===== src/rtl/rst_sync_seq_if.sv =====
// -----------------------------------------------------------------------------
// rst_sync_seq_if
//   Bundles the sequencer's request/status signals so a reset-tree root can be
//   hooked up with a single port.
//
//   Parameters
//     NUM_RST     width of the sequenced reset vector
//
//   Signals
//     sw_rst_req  synchronous software reset request, active high, level sampled
//     rstn_out    sequenced active-low resets, bit 0 released first
//     rst_done    high once every rstn_out bit is released
//     evt_cnt     software reset event count (zero when the counter is built out)
//     dbg_state   current sequencer state, for observation only
//
//   Modports
//     master      requester / consumer side (drives sw_rst_req)
//     slave       sequencer side (drives the status outputs)
// -----------------------------------------------------------------------------
`timescale 1ns/1ps

interface rst_sync_seq_if #(
    parameter int NUM_RST = 4
);
    logic               sw_rst_req;
    logic [NUM_RST-1:0] rstn_out;
    logic               rst_done;
    logic [7:0]         evt_cnt;
    logic [1:0]         dbg_state;

    modport master (
        output sw_rst_req,
        input  rstn_out,
        input  rst_done,
        input  evt_cnt,
        input  dbg_state
    );

    modport slave (
        input  sw_rst_req,
        output rstn_out,
        output rst_done,
        output evt_cnt,
        output dbg_state
    );
endinterface


===== src/rtl/rst_sync_seq.sv =====
// -----------------------------------------------------------------------------
// rst_sync_seq
//   Reset synchroniser and staggered release sequencer for the root of one
//   clock domain's reset tree.
//
//   rstn_async asserts every output at once (no clock needed). Its release
//   passes through a SYNC_STAGES flop chain; the chain's last stage
//   (rst_sync_n) then holds the sequencer in reset. After rst_sync_n rises all
//   outputs stay low for MIN_ASSERT more edges, then rstn_out[0] is released
//   and each further bit follows STAGGER edges after the previous one. The
//   edge releasing the last bit also raises rst_done.
//
//   A high sw_rst_req sampled on any edge drops every output on that edge and
//   restarts the hold period; holding it high keeps the outputs low.
//
//   Ports
//     clk         domain clock
//     rstn_async  asynchronous active-low reset
//     bus         rst_sync_seq_if.slave: sw_rst_req in; rstn_out, rst_done,
//                 evt_cnt, dbg_state out
//
//   Parameters
//     SYNC_STAGES synchroniser depth on the release path (>= 2)
//     NUM_RST     number of sequenced outputs (>= 1)
//     MIN_ASSERT  hold cycles after synced release or sw request (>= 1)
//     STAGGER     cycles between consecutive releases (>= 1)
//
//   Build option
//     RSTSEQ_EVT_CNT_EN  when defined, evt_cnt counts edges with sw_rst_req
//                        high, saturating at 255 and cleared only by
//                        rstn_async. When undefined evt_cnt is tied to zero.
// -----------------------------------------------------------------------------
`timescale 1ns/1ps

module rst_sync_seq #(
    parameter int SYNC_STAGES = 2,
    parameter int NUM_RST     = 4,
    parameter int MIN_ASSERT  = 4,
    parameter int STAGGER     = 3
) (
    input  logic           clk,
    input  logic           rstn_async,
    rst_sync_seq_if.slave  bus
);

    localparam int CNT_MAX = (MIN_ASSERT > STAGGER) ? MIN_ASSERT : STAGGER;
    localparam int CW      = $clog2(CNT_MAX + 1);

    localparam logic [CW-1:0]      MA_LAST = CW'(MIN_ASSERT - 1);
    localparam logic [CW-1:0]      ST_LAST = CW'(STAGGER - 1);
    localparam logic [NUM_RST-1:0] LSB     = NUM_RST'(1);

    typedef enum logic [1:0] {
        ST_ASSERT  = 2'd0,
        ST_RELEASE = 2'd1,
        ST_DONE    = 2'd2
    } state_t;

    // ------------------------------------------------------------------
    // Release synchroniser: assertion is immediate, release is clocked.
    // ------------------------------------------------------------------
    logic [SYNC_STAGES-1:0] sync_q;
    logic                   rst_sync_n;

    always_ff @(posedge clk or negedge rstn_async) begin
        if (!rstn_async) begin
            sync_q <= '0;
        end else begin
            sync_q <= {sync_q[SYNC_STAGES-2:0], 1'b1};
        end
    end

    assign rst_sync_n = sync_q[SYNC_STAGES-1];

    // ------------------------------------------------------------------
    // Sequencer
    // ------------------------------------------------------------------
    state_t             state_q, state_d;
    logic [CW-1:0]      cnt_q, cnt_d;
    logic [NUM_RST-1:0] rstn_q, rstn_d;
    logic               done_q, done_d;

    // Cleared by the synchronised reset so that rstn_async still takes the
    // outputs low immediately (it clears sync_q, hence rst_sync_n, at once).
    always_ff @(posedge clk or negedge rst_sync_n) begin
        if (!rst_sync_n) begin
            state_q <= ST_ASSERT;
            cnt_q   <= '0;
            rstn_q  <= '0;
            done_q  <= 1'b0;
        end else begin
            state_q <= state_d;
            cnt_q   <= cnt_d;
            rstn_q  <= rstn_d;
            done_q  <= done_d;
        end
    end

    always_comb begin
        state_d = state_q;
        cnt_d   = cnt_q;
        rstn_d  = rstn_q;
        done_d  = done_q;

        if (bus.sw_rst_req) begin
            // Any state: drop everything and restart the hold period.
            state_d = ST_ASSERT;
            cnt_d   = '0;
            rstn_d  = '0;
            done_d  = 1'b0;
        end else begin
            case (state_q)
                ST_ASSERT: begin
                    if (cnt_q == MA_LAST) begin
                        cnt_d  = '0;
                        rstn_d = LSB;
                        if (NUM_RST == 1) begin
                            state_d = ST_DONE;
                            done_d  = 1'b1;
                        end else begin
                            state_d = ST_RELEASE;
                        end
                    end else begin
                        cnt_d = cnt_q + CW'(1);
                    end
                end

                ST_RELEASE: begin
                    if (cnt_q == ST_LAST) begin
                        cnt_d  = '0;
                        // Released bits form a contiguous run from bit 0, so
                        // shifting in a one releases the next bit in order.
                        rstn_d = (rstn_q << 1) | LSB;
                        if (rstn_d[NUM_RST-1]) begin
                            state_d = ST_DONE;
                            done_d  = 1'b1;
                        end
                    end else begin
                        cnt_d = cnt_q + CW'(1);
                    end
                end

                ST_DONE: begin
                    rstn_d = '1;
                    done_d = 1'b1;
                end

                default: begin
                    state_d = ST_ASSERT;
                    cnt_d   = '0;
                    rstn_d  = '0;
                    done_d  = 1'b0;
                end
            endcase
        end
    end

    assign bus.rstn_out  = rstn_q;
    assign bus.rst_done  = done_q;
    assign bus.dbg_state = state_q;

    // ------------------------------------------------------------------
    // Software reset event counter
    // ------------------------------------------------------------------
`ifdef RSTSEQ_EVT_CNT_EN
    logic [7:0] evt_q;

    // Cleared by rstn_async directly: the count survives sw requests and is
    // kept through the synchroniser release window.
    always_ff @(posedge clk or negedge rstn_async) begin
        if (!rstn_async) begin
            evt_q <= 8'd0;
        end else if (bus.sw_rst_req && (evt_q != 8'd255)) begin
            evt_q <= evt_q + 8'd1;
        end
    end

    assign bus.evt_cnt = evt_q;
`else
    assign bus.evt_cnt = 8'd0;
`endif

endmodule


===== src/flat_wrapper.sv =====
// flat-port wrapper written by rule: the top's interface ports become plain ports
module rst_sync_seq_flat 
#(
    parameter int SYNC_STAGES = 2,
    parameter int NUM_RST     = 4,
    parameter int MIN_ASSERT  = 4,
    parameter int STAGGER     = 3
)
  (clk, rstn_async, bus_sw_rst_req, bus_rstn_out, bus_rst_done, bus_evt_cnt, bus_dbg_state);
  rst_sync_seq_if #(.NUM_RST(NUM_RST)) bus_i ();
  input  logic clk;
  input  logic rstn_async;
  input wire logic [$bits(bus_i.sw_rst_req)-1:0] bus_sw_rst_req;
  output wire logic [$bits(bus_i.rstn_out)-1:0] bus_rstn_out;
  output wire logic [$bits(bus_i.rst_done)-1:0] bus_rst_done;
  output wire logic [$bits(bus_i.evt_cnt)-1:0] bus_evt_cnt;
  output wire logic [$bits(bus_i.dbg_state)-1:0] bus_dbg_state;
  assign bus_i.sw_rst_req = bus_sw_rst_req;
  assign bus_rstn_out = bus_i.rstn_out;
  assign bus_rst_done = bus_i.rst_done;
  assign bus_evt_cnt = bus_i.evt_cnt;
  assign bus_dbg_state = bus_i.dbg_state;
  rst_sync_seq #(.SYNC_STAGES(SYNC_STAGES), .NUM_RST(NUM_RST), .MIN_ASSERT(MIN_ASSERT), .STAGGER(STAGGER)) u_core (.clk(clk), .rstn_async(rstn_async), .bus(bus_i));
endmodule

===== config.mk =====
export PLATFORM = sky130hd
export DESIGN_NAME = rst_sync_seq_flat
export DESIGN_NICKNAME = d
export VERILOG_FILES = /design/src/rtl/rst_sync_seq_if.sv /design/src/rtl/rst_sync_seq.sv /design/src/flat_wrapper.sv
export SDC_FILE = /design/constraint.sdc
export NUM_CORES = 1
export LEC_CHECK = 0
export ABC_AREA = 0
export CAP_MARGIN = 20
export CORE_MARGIN = 5
export CORE_UTILIZATION = 25
export DETAILED_ROUTE_END_ITERATION = 7
export GPL_TIMING_DRIVEN = 1
export PLACE_DENSITY_LB_ADDON = 0.12
export SLEW_MARGIN = 20
export SYNTH_ARGS = -nofsm -noshare
export SYNTH_HDL_FRONTEND = slang
export SYNTH_SLANG_ARGS = --single-unit

===== constraint.sdc =====
create_clock -name clk -period 0.8 [get_ports clk]
set_input_delay 0.12 -clock clk [delete_from_list [all_inputs] [get_ports clk]]
set_output_delay 0.12 -clock clk [all_outputs]
set_load 0.1 [all_outputs]

==> summary.md <==
| Metric | Value |
|---|---|
| Ports | `18` |
| Ratio of cells with drive above 1 in the final layout | `60.2%` |
| Die H | `66.0 um` |
| Chip width | `66.0 um` |
| Tot Pwr | `2.83 mW` |
| Yosys cell types | `21` |
| Final Wtd Congestion | `0.775` |
| H-tree levels | `1` |
| Setup Skew | `0.000999 ns` |
| RSZ-0062 raised after global routing | `yes` |
| GRT overflow | `0` |
| R2R Path End | `u_core.bus.dbg_state[1]` |
| CTS max path bufs | `2` |
| Multi-input gate area | `514 sq um` |
| Fin Setup TNS | `-9.51 ns` |
| Count of input and output buffers | `9` |
| DIE AREA | `4350 sq um` |
| Worst EP arrival | `1.76 ns` |
| Fin nets | `126` |
| Post-DP HPWL | `1.31 mm` |
| FILL cells | `283` |
| Clk sinks | `12` |
| Setup ws final | `-0.806 ns` |
| Synthesized area | `783 sq um` |
| Area Overhead vs Synth | `74.1%` |
| Met2 Track Usage GR | `15.6%` |
| Initial antenna violation count | `0` |
| Failing checks | `negative setup slack` |
| Post-route ant nets | `0` |
| Num rows | `20` |
| FMAX | `623 MHz` |
| Hold crit path type | `reg2async` |
| Setup violators final | `17` |
| Synth Area per Inst | `10.4 sq um` |
| Crit path time final | `1.61 ns` |
| Worst R2R Start | `u_core.cnt_q[1]` |
| Root Buffer | `clkbuf_4` |
| GRT Max-Usage Layer | `met2` |
| Number of CTS-inserted buffers | `3` |
| Grt met3 use | `3.57%` |
| Area occupied by registers | `314 sq um` |
| Final hold violations | `0` |
| Core ar. | `3030 sq um` |
| Final hold slack | `0.152 ns` |
| Total track usage | `8.84%` |
| Status | `finished, violations left` |
| Startpoint types | `flip-flop` |
| Pin count of the biggest net entering global routing | `11` |
| Drt first pass iters | `2` |
| Starting Density | `25.9%` |
| Vias per cell | `3.96` |
| Max cap viols | `0` |
| Kind of critical path | `reg2reg` |
| Crit path max fanout | `2` |
| CTS tree | `built` |
| Ant. Diodes | `0` |
| Reg2Reg Setup Slack | `-0.81 ns` |
| Reg2reg path depth | `7` |
| Number of global-route vias before repair | `623` |
| Max IR drop VDD | `1360 uV` |
| WL final | `1.68 mm` |
| Syn Inst Count | `75` |
| CP endpoint kind | `flip-flop` |
| Final Max Tran Viols | `0` |
| CP startpoint | `u_core.cnt_q[1]` |
| Worst-skew pair later-pin latency | `0.26 ns` |
| Synth Register Bits | `12` |
| DRT iter0 DRCs | `10` |
| Power Density | `2070 nW/um^2` |
| CP Capture Point | `u_core.bus.dbg_state[1]` |
| Tcrit/Tclk final | `201%` |
| First-pass GRT wire length | `2.92 mm` |
| Remaining DRCs | `0` |
| Clock slew at reported path FFs | `0.07 ns` |
| Ys Warns | `0` |
| GRT met1 Usage | `10.1%` |
| Via count of the routed design | `621` |
| Routed wire per std cell | `10.7 um` |
| Final core occ | `45.0%` |
| Pre-CTS setup slack | `-0.866 ns` |
| Leakage | `0.581 nW` |
| Sequential area share after synthesis | `38.3%` |
| Worst Path Required | `0.96 ns` |
-- worst min path at each step --
stage,start,end,slack [ns],depth (start not counted)
2_1_floorplan,rstn_async,u_core.sync_q[0],-0.18,0
3_3_place_gp,u_core.sync_q[1],u_core.bus.dbg_state[0],0.15,1
3_5_place_dp,u_core.sync_q[1],u_core.bus.dbg_state[0],0.16,1
4_1_cts,u_core.sync_q[1],u_core.bus.dbg_state[0],0.16,1
5_1_grt,u_core.sync_q[1],u_core.bus.dbg_state[0],0.19,1
6_report,u_core.sync_q[1],u_core.bus.rstn_out[1],0.15,1
-- through the flow --
step                      cells  cell area [sq um]
after floorplan              82                848
after global placement      147               1150
after detailed placement    147               1150
after CTS                   155               1330
after global routing        157               1360
final                       157               1360
-- kinds of logic after synthesis --
logic type	synth area share, %
DFF	38.3
AOI/OAI and AO/OA	12.5
muxes	9.58
and+or+nand+nor	11.7
buffers and inverters	12.6
other	0.959
adders and majority gates	14.4
-- what timing repair did --
item / 4_1_cts / 5_1_grt
gates resized for setup: 23 / 5
hold endpoints to repair: 2 / 0
cloned: 0 / 0
hold buffers: 1 / 0
pin swaps: 8 / 4
setup buffers: 3 / 3
endpoints found under the setup margin: 17 / 17
-- placed cells by master, fill, tap and decap left out, drive strengths merged, types with 3 or more instances in the layout --
| cell type | instances |
|---|---|
| dfrtp | 12 |
| mux2i | 3 |
| a21oi | 10 |
| ha | 9 |
| inv | 7 |
| conb | 9 |
| clkbuf | 4 |
| mux2 | 3 |
| buf | 34 |
| nor2 | 7 |
-- state kept, by name, summed over array words and instances, names as in the netlist --
signal                count
u_core.sync_q             2
u_core.bus.rstn_out       4
u_core.cnt_q              3
u_core.bus.rst_done       1
u_core.bus.dbg_state      2
-- Yosys cell counts --
cell type	n	area, sq um
a21o_1	1	7.51
a21oi_4	1	16.3
conb_1	2	7.51
buf_4	9	67.6
and2b_2	1	8.76
inv_1	7	26.3
nand3b_1	2	15.0
a211oi_1	1	7.51
ha_1	9	113
nor2_4	1	11.3
a21oi_1	9	45.0
nor2_1	6	22.5
mux2_4	3	45.0
nand2_1	2	7.51
buf_2	1	5.00
nand2b_4	1	13.8
mux2i_1	3	30.0
dfrtp_1	12	300
a211oi_2	1	12.5
a221oi_1	1	8.76
or3_1	2	12.5
-- where the power goes --
group          internal (mW)  switching [mW]
logic                  0.795           0.904
registers              0.692          0.0610
clock network          0.193           0.184
total                   1.68            1.15
-- cell type report --
type / instances / area share [%]
Inverter: 7 / 2.29
Tap cell: 44 / 4.04
Timing Repair Buffer: 37 / 31.0
Sequential cell: 12 / 23.0
Clock buffer: 4 / 1.93
Multi-Input combinational cell: 53 / 37.7
-- routing by layer --
| layer | wire, um | vias to the layer above |
|---|---|---|
| met5 | 0 | - |
| met4 | 0 | 0 |
| met3 | 95 | 0 |
| met2 | 894 | 12 |
| met1 | 689 | 302 |
| li1 | - | 307 |
-- worst max-delay path, stage by stage (launching register included) --
cell and delay (ns):
dfrtp_1 0.35, ha_2 0.21, ha_4 0.13, and2b_2 0.23, buf_4 0.14, a211oi_4 0.18
mux2i_1 0.20, nor2_1 0.05
Power figures use the tool's default switching activity.
